## src/rtl/cpu_types_pkg.sv

```systemverilog
// Shared CPU types: word, icache address split, frame and FSM state.
// Imported by the icache, its interface users and the bench.
package cpu_types_pkg;

    localparam int ITAG_W = 26;
    localparam int IIDX_W = 4;

    typedef logic [31:0] word_t;

    typedef struct packed {
        logic [ITAG_W-1:0] tag;
        logic [IIDX_W-1:0] idx;
        logic [1:0]        bytoff;
    } icachef_t;

    typedef struct packed {
        logic              valid;
        logic [ITAG_W-1:0] tag;
        word_t             data;
    } icache_frame_t;

    typedef enum logic {
        IDLE,
        FILL
    } istate_t;

endpackage

```

## src/rtl/cache_if.sv

```systemverilog
// Fetch-side cache bundle: datapath request/response and memory refill.
// Modports: icache (the cache), dp (fetch stage), ctrl (memory ctrl).
interface cache_if;
    import cpu_types_pkg::*;

    logic  imemREN;
    word_t imemaddr;
    logic  ihit;
    word_t imemload;
    logic  iREN;
    word_t iaddr;
    logic  iwait;
    word_t iload;

    modport icache (
        input  imemREN, imemaddr, iwait, iload,
        output ihit, imemload, iREN, iaddr
    );

    modport dp (
        output imemREN, imemaddr,
        input  ihit, imemload
    );

    modport ctrl (
        input  iREN, iaddr,
        output iwait, iload
    );

endinterface

```

## src/rtl/icache.sv

```systemverilog
// Direct-mapped read-only icache, one word per frame, register frames.
// Ports: CLK, nRST (async low), cif (cache_if.icache: fetch + refill).
module icache #(
    parameter int SETS  = 16,
    parameter int IDX_W = $clog2(SETS),
    parameter int TAG_W = 30 - IDX_W
) (
    input logic    CLK,
    input logic    nRST,
    cache_if.icache cif
);
    import cpu_types_pkg::*;

    istate_t       state, nstate;
    word_t         miss_addr;
    icache_frame_t frames [SETS];
    icachef_t      req;
    icache_frame_t cur;
    logic [IDX_W-1:0] idx, fidx;
    logic [TAG_W-1:0] tag, ftag;
    logic          hit, fill, miss;
    logic          unused_bytoff;

    assign req           = icachef_t'(cif.imemaddr);
    assign idx           = req.idx;
    assign tag           = req.tag;
    assign unused_bytoff = ^req.bytoff;
    assign cur           = frames[idx];
    assign hit           = cif.imemREN & cur.valid & (cur.tag == tag);

    assign fidx = miss_addr[IDX_W+1:2];
    assign ftag = miss_addr[31:IDX_W+2];

    // Unqualified: the datapath only trusts it while ihit is high.
    assign cif.imemload = cur.data;
    assign cif.iaddr    = miss_addr;

    always_comb begin
        nstate   = state;
        cif.ihit = 1'b0;
        cif.iREN = 1'b0;
        fill     = 1'b0;
        miss     = 1'b0;
        unique case (state)
            IDLE: begin
                cif.ihit = hit;
                if (cif.imemREN && !hit) begin
                    miss   = 1'b1;
                    nstate = FILL;
                end
            end
            FILL: begin
                cif.iREN = 1'b1;
                // Fill runs to completion even if the PC moves away.
                if (!cif.iwait) begin
                    fill   = 1'b1;
                    nstate = IDLE;
                end
            end
            default: nstate = IDLE;
        endcase
    end

    always_ff @(posedge CLK or negedge nRST) begin
        if (!nRST) begin
            state     <= IDLE;
            miss_addr <= '0;
        end else begin
            state <= nstate;
            if (miss)
                miss_addr <= {cif.imemaddr[31:2], 2'b00};
        end
    end

    always_ff @(posedge CLK or negedge nRST) begin
        if (!nRST) begin
            for (int i = 0; i < SETS; i++)
                frames[i] <= '0;
        end else if (fill) begin
            frames[fidx] <= '{valid: 1'b1, tag: ftag, data: cif.iload};
        end
    end

endmodule

```

## src/flat_wrapper.sv

```systemverilog
// flat-port wrapper written by rule: the top's interface ports become plain ports
module icache_flat import cpu_types_pkg::*;
#(
    parameter int SETS  = 16,
    parameter int IDX_W = $clog2(SETS),
    parameter int TAG_W = 30 - IDX_W
)
  (CLK, nRST, cif_imemREN, cif_imemaddr, cif_iwait, cif_iload, cif_ihit, cif_imemload, cif_iREN, cif_iaddr);
  cache_if cif_i ();
  input logic CLK;
  input logic nRST;
  input wire logic [$bits(cif_i.imemREN)-1:0] cif_imemREN;
  input wire logic [$bits(cif_i.imemaddr)-1:0] cif_imemaddr;
  input wire logic [$bits(cif_i.iwait)-1:0] cif_iwait;
  input wire logic [$bits(cif_i.iload)-1:0] cif_iload;
  output wire logic [$bits(cif_i.ihit)-1:0] cif_ihit;
  output wire logic [$bits(cif_i.imemload)-1:0] cif_imemload;
  output wire logic [$bits(cif_i.iREN)-1:0] cif_iREN;
  output wire logic [$bits(cif_i.iaddr)-1:0] cif_iaddr;
  assign cif_i.imemREN = cif_imemREN;
  assign cif_i.imemaddr = cif_imemaddr;
  assign cif_i.iwait = cif_iwait;
  assign cif_i.iload = cif_iload;
  assign cif_ihit = cif_i.ihit;
  assign cif_imemload = cif_i.imemload;
  assign cif_iREN = cif_i.iREN;
  assign cif_iaddr = cif_i.iaddr;
  icache #(.SETS(SETS), .IDX_W(IDX_W), .TAG_W(TAG_W)) u_core (.CLK(CLK), .nRST(nRST), .cif(cif_i));
endmodule
```

## config.mk

```make
export PLATFORM = sky130hd
export DESIGN_NAME = icache_flat
export DESIGN_NICKNAME = d
export VERILOG_FILES = /design/src/rtl/cpu_types_pkg.sv /design/src/rtl/cache_if.sv /design/src/rtl/icache.sv /design/src/flat_wrapper.sv
export SDC_FILE = /design/constraint.sdc
export NUM_CORES = 1
export LEC_CHECK = 0
export CAP_MARGIN = 15
export CORE_MARGIN = 3
export CORE_UTILIZATION = 66
export CTS_BUF_LIST = sky130_fd_sc_hd__clkbuf_8
export DETAILED_ROUTE_END_ITERATION = 16
export DONT_BUFFER_PORTS = 1
export GPL_TIMING_DRIVEN = 1
export PLACE_DENSITY_LB_ADDON = 0.25
export SLEW_MARGIN = 10
export SYNTH_ARGS = -nofsm -noshare
export SYNTH_HDL_FRONTEND = slang
export SYNTH_SLANG_ARGS = --single-unit
export TNS_END_PERCENT = 30
```

## constraint.sdc

```tcl
create_clock -name CLK -period 4.7 [get_ports CLK]
set_input_delay 0.94 -clock CLK [delete_from_list [all_inputs] [get_ports CLK]]
set_output_delay 0.94 -clock CLK [all_outputs]
set_load 0.02 [all_outputs]
```

==> impl_results.md <==
* CTS tree: done
* Switch Pwr at 7390 uW
* Crit Path Class: in -> out
* Worst Path Buf+Inv at 0
* Nets at 2724
* GR Layer Usage met3 at 0.0692
* GRT Residual Overflow at 0
* Cell Pwr Density at 578 mW/mm2
* Cell count along the critical path at 5
* Area after DPL at 0.0446 mm2
* Lkg Pwr at 0.0220 uW
* Worst-Margin Slew at 3.75 ns
* Initial antenna violation count at 2
* Crit path DAT at 3.89 ns
* Reg power frac at 0.507
* RR Startpoint: u_core.state
* Cts bufs inserted at 158
* Slowest cell delay on critical path at 0.80 ns
* Startpoint type of the worst setup path: input port
* Max Cap Violations at 0
* R2r endpoint: u_core.frames[105]
* RSZ-0062 raised after global routing: false
* Site Rows at 94
* Logic pwr share at 0.234
* Fin crit share at 1.03
* Die H at 264 um
* Vias at 24.1k
* Fin. Hold Viols at 51
* Worst Slack Setup Final at -0.134 ns
* Hold Slack at -0.143 ns
* Clock-pin transition on the worst setup and hold timing paths at 0.06 ns
* Crit-path cells: mux4_2 > mux2_2 > a2111o_1 > a2111oi_4 > and4b_1
* Worst-Skew Late Latency at 0.80 ns
* Number of synthesized flops with an enable pin at 0
* Area contributors post-synth: dfrtp_1 55%, mux2_2 24%, mux4_2 13%
* Initial Util at 0.668
* Final setup TNS at -0.134 ns
* Detail Placement HPWL at 54.9 mm
* Share of layout cells above drive strength 1 at 0.536
* Syn avg cell area at 16.3 um2
* Post-CTS Setup Inserts at 0
* Final Setup Violations at 1
* P&R area growth vs syn at 8.28%
* Crit-path slowest cell: mux4_2
* Die area at 0.0699 mm2
* R2R depth at 5
* Num ports at 134
* Share of power burned in the clock network at 0.259
* Post-CTS Resized at 0
* Most used DFF post-synth: dfrtp_1
* Vias in the first global route at 26.7k
* CTS Sinks at 975
* WL final at 101 mm
* Met1 Use GR at 0.385
* Setup crit end kind: output pin
* Total track usage at 0.296
* Most frequent cell after synthesis: dfrtp_1
* Internal at 20200 uW
* Post-DRT Antenna Nets at 0
* Required time worst endpoint at 3.76 ns
* Routed length per instance at 27.8 um
* Failing checks: negative hold slack, max-slew violations, negative setup slack
* Post-route cell area at 0.0477 mm2
* DRC at 0
* Die X-Extent at 264 um
* PortBufs at 0
* #FFs+latches synth at 975
* Asr flop ratio synth at 1.00
* Switching Fraction at 0.268
* M2 GR Usage at 0.497
* RePlAce Congestion at 0.759
* Synthesis warning total at 0
* Clock buffer depth at 3
* Filler-free cell count of the finished design at 3639
* DR iter-0 viols at 1876
* Core Area at 0.0660 mm2
* Post-synth top area share at 0.554
* GRT busiest layer: met2
* Worst Setup SP: cif_imemaddr[3]
* CP Max Fanout at 193
* Multi-input gate area at 0.0187 mm2
* Final min period at 4.83 ns
* Relative slew slack at -1.50
* Final Max Slew Viols at 849
* Largest net degree at the start of global routing at 976
* Worst path top cell family by delay: multiplexers
* Setup skew after layout at 0.0256 ns
* Netlist Area Pre-Place at 0.0441 mm2
* Ant. Diodes at 0
* Setup WS pre-CTS at 0.415 ns
* Fill cells at 4054
* Seq/Total Area, Yosys at 0.554
* TritonRoute pass-1 iters at 4
* Vias per cell at 6.62
* Status: complete, but fails checks
* Flip-flop and latch area at 0.0244 mm2
* CTS H-tree lvls at 4
* Commonest cells post-synth: 975 x dfrtp_1, 933 x mux2_2, 249 x mux4_2, 120 x clkbuf_1, 73 x buf_1
* R2R Setup Slk at 1.37 ns
* First-pass GRT wire length at 157 mm
* CP endpoint: cif_ihit
* Mapped Cells at 2699
* Fmax at 207 MHz
* Worst Hold Class: in -> async
* Count of cell types in the netlist at 58
* Dpl cells at 3360
* Synth area leader: dfrtp_1
* CTS root buf: clkbuf_8
* Peak supply drop at 0.308 mV
-- worst min-delay path by stage --
stage,cells past startpoint,end
3_5_place_dp,1,u_core.frames[884]
3_3_place_gp,1,u_core.frames[707]
5_1_grt,0,u_core.frames[803]
2_1_floorplan,1,u_core.frames[589]
6_report,0,u_core.frames[803]
4_1_cts,0,u_core.frames[803]
-- per-layer routing --
metal / wire (um) / vias up
met5: 19 / -
met2: 51200 / 707
met1: 40900 / 13157
met4: 3180 / 2
met3: 5930 / 217
li1: - / 10021
-- power groups by stage --
stage	clock network [uW]	registers, uW	logic (uW)
floorplan	0	13200	5740
global placement	0	13600	6140
detailed placement	0	14100	6480
CTS	7270	13900	6510
global route	7670	14400	6910
finish	7150	14000	6450
-- registers in the layout, indices dropped and copies added (netlist names) --
signal	flops
u_core.frames	944
u_core.cif.iaddr	30
u_core.state	1
-- cell type report --
cell class,count,share of cell area
clock buffers,204,0.0588
clock inverters,75,0.00692
inverters,5,0.000446
multi-input cells,1481,0.392
flip-flops and latches,975,0.511
well taps,864,0.0227
repair buffers,35,0.00760
-- through the flow --
stage	total power [uW]	util
floorplan	19000	-
detailed placement	20500	0.676
global route	28900	0.723
finish	27600	0.723
global placement	19800	0.676
CTS	27700	0.723
-- cell usage in the layout, fill, tap and decap left out, drive strengths merged, types with 12 or more instances in the layout --
cell,instances
mux4,249
nand2b,16
nor2b,15
mux2i,62
o21ai,12
mux2,962
nand2,18
clkbuf,204
dfrtp,975
inv,71
xnor2,15
buf,35
-- logic make-up after synthesis --
group           after synthesis  synth area share
mux                        1273             0.390
simple gates                112            0.0147
xor+xnor                     26           0.00517
compound gates               68            0.0124
other cells                   1         0.0000851
buf+inv                     244            0.0245
flops                       975             0.554
(Power assumes the default switching activity.)
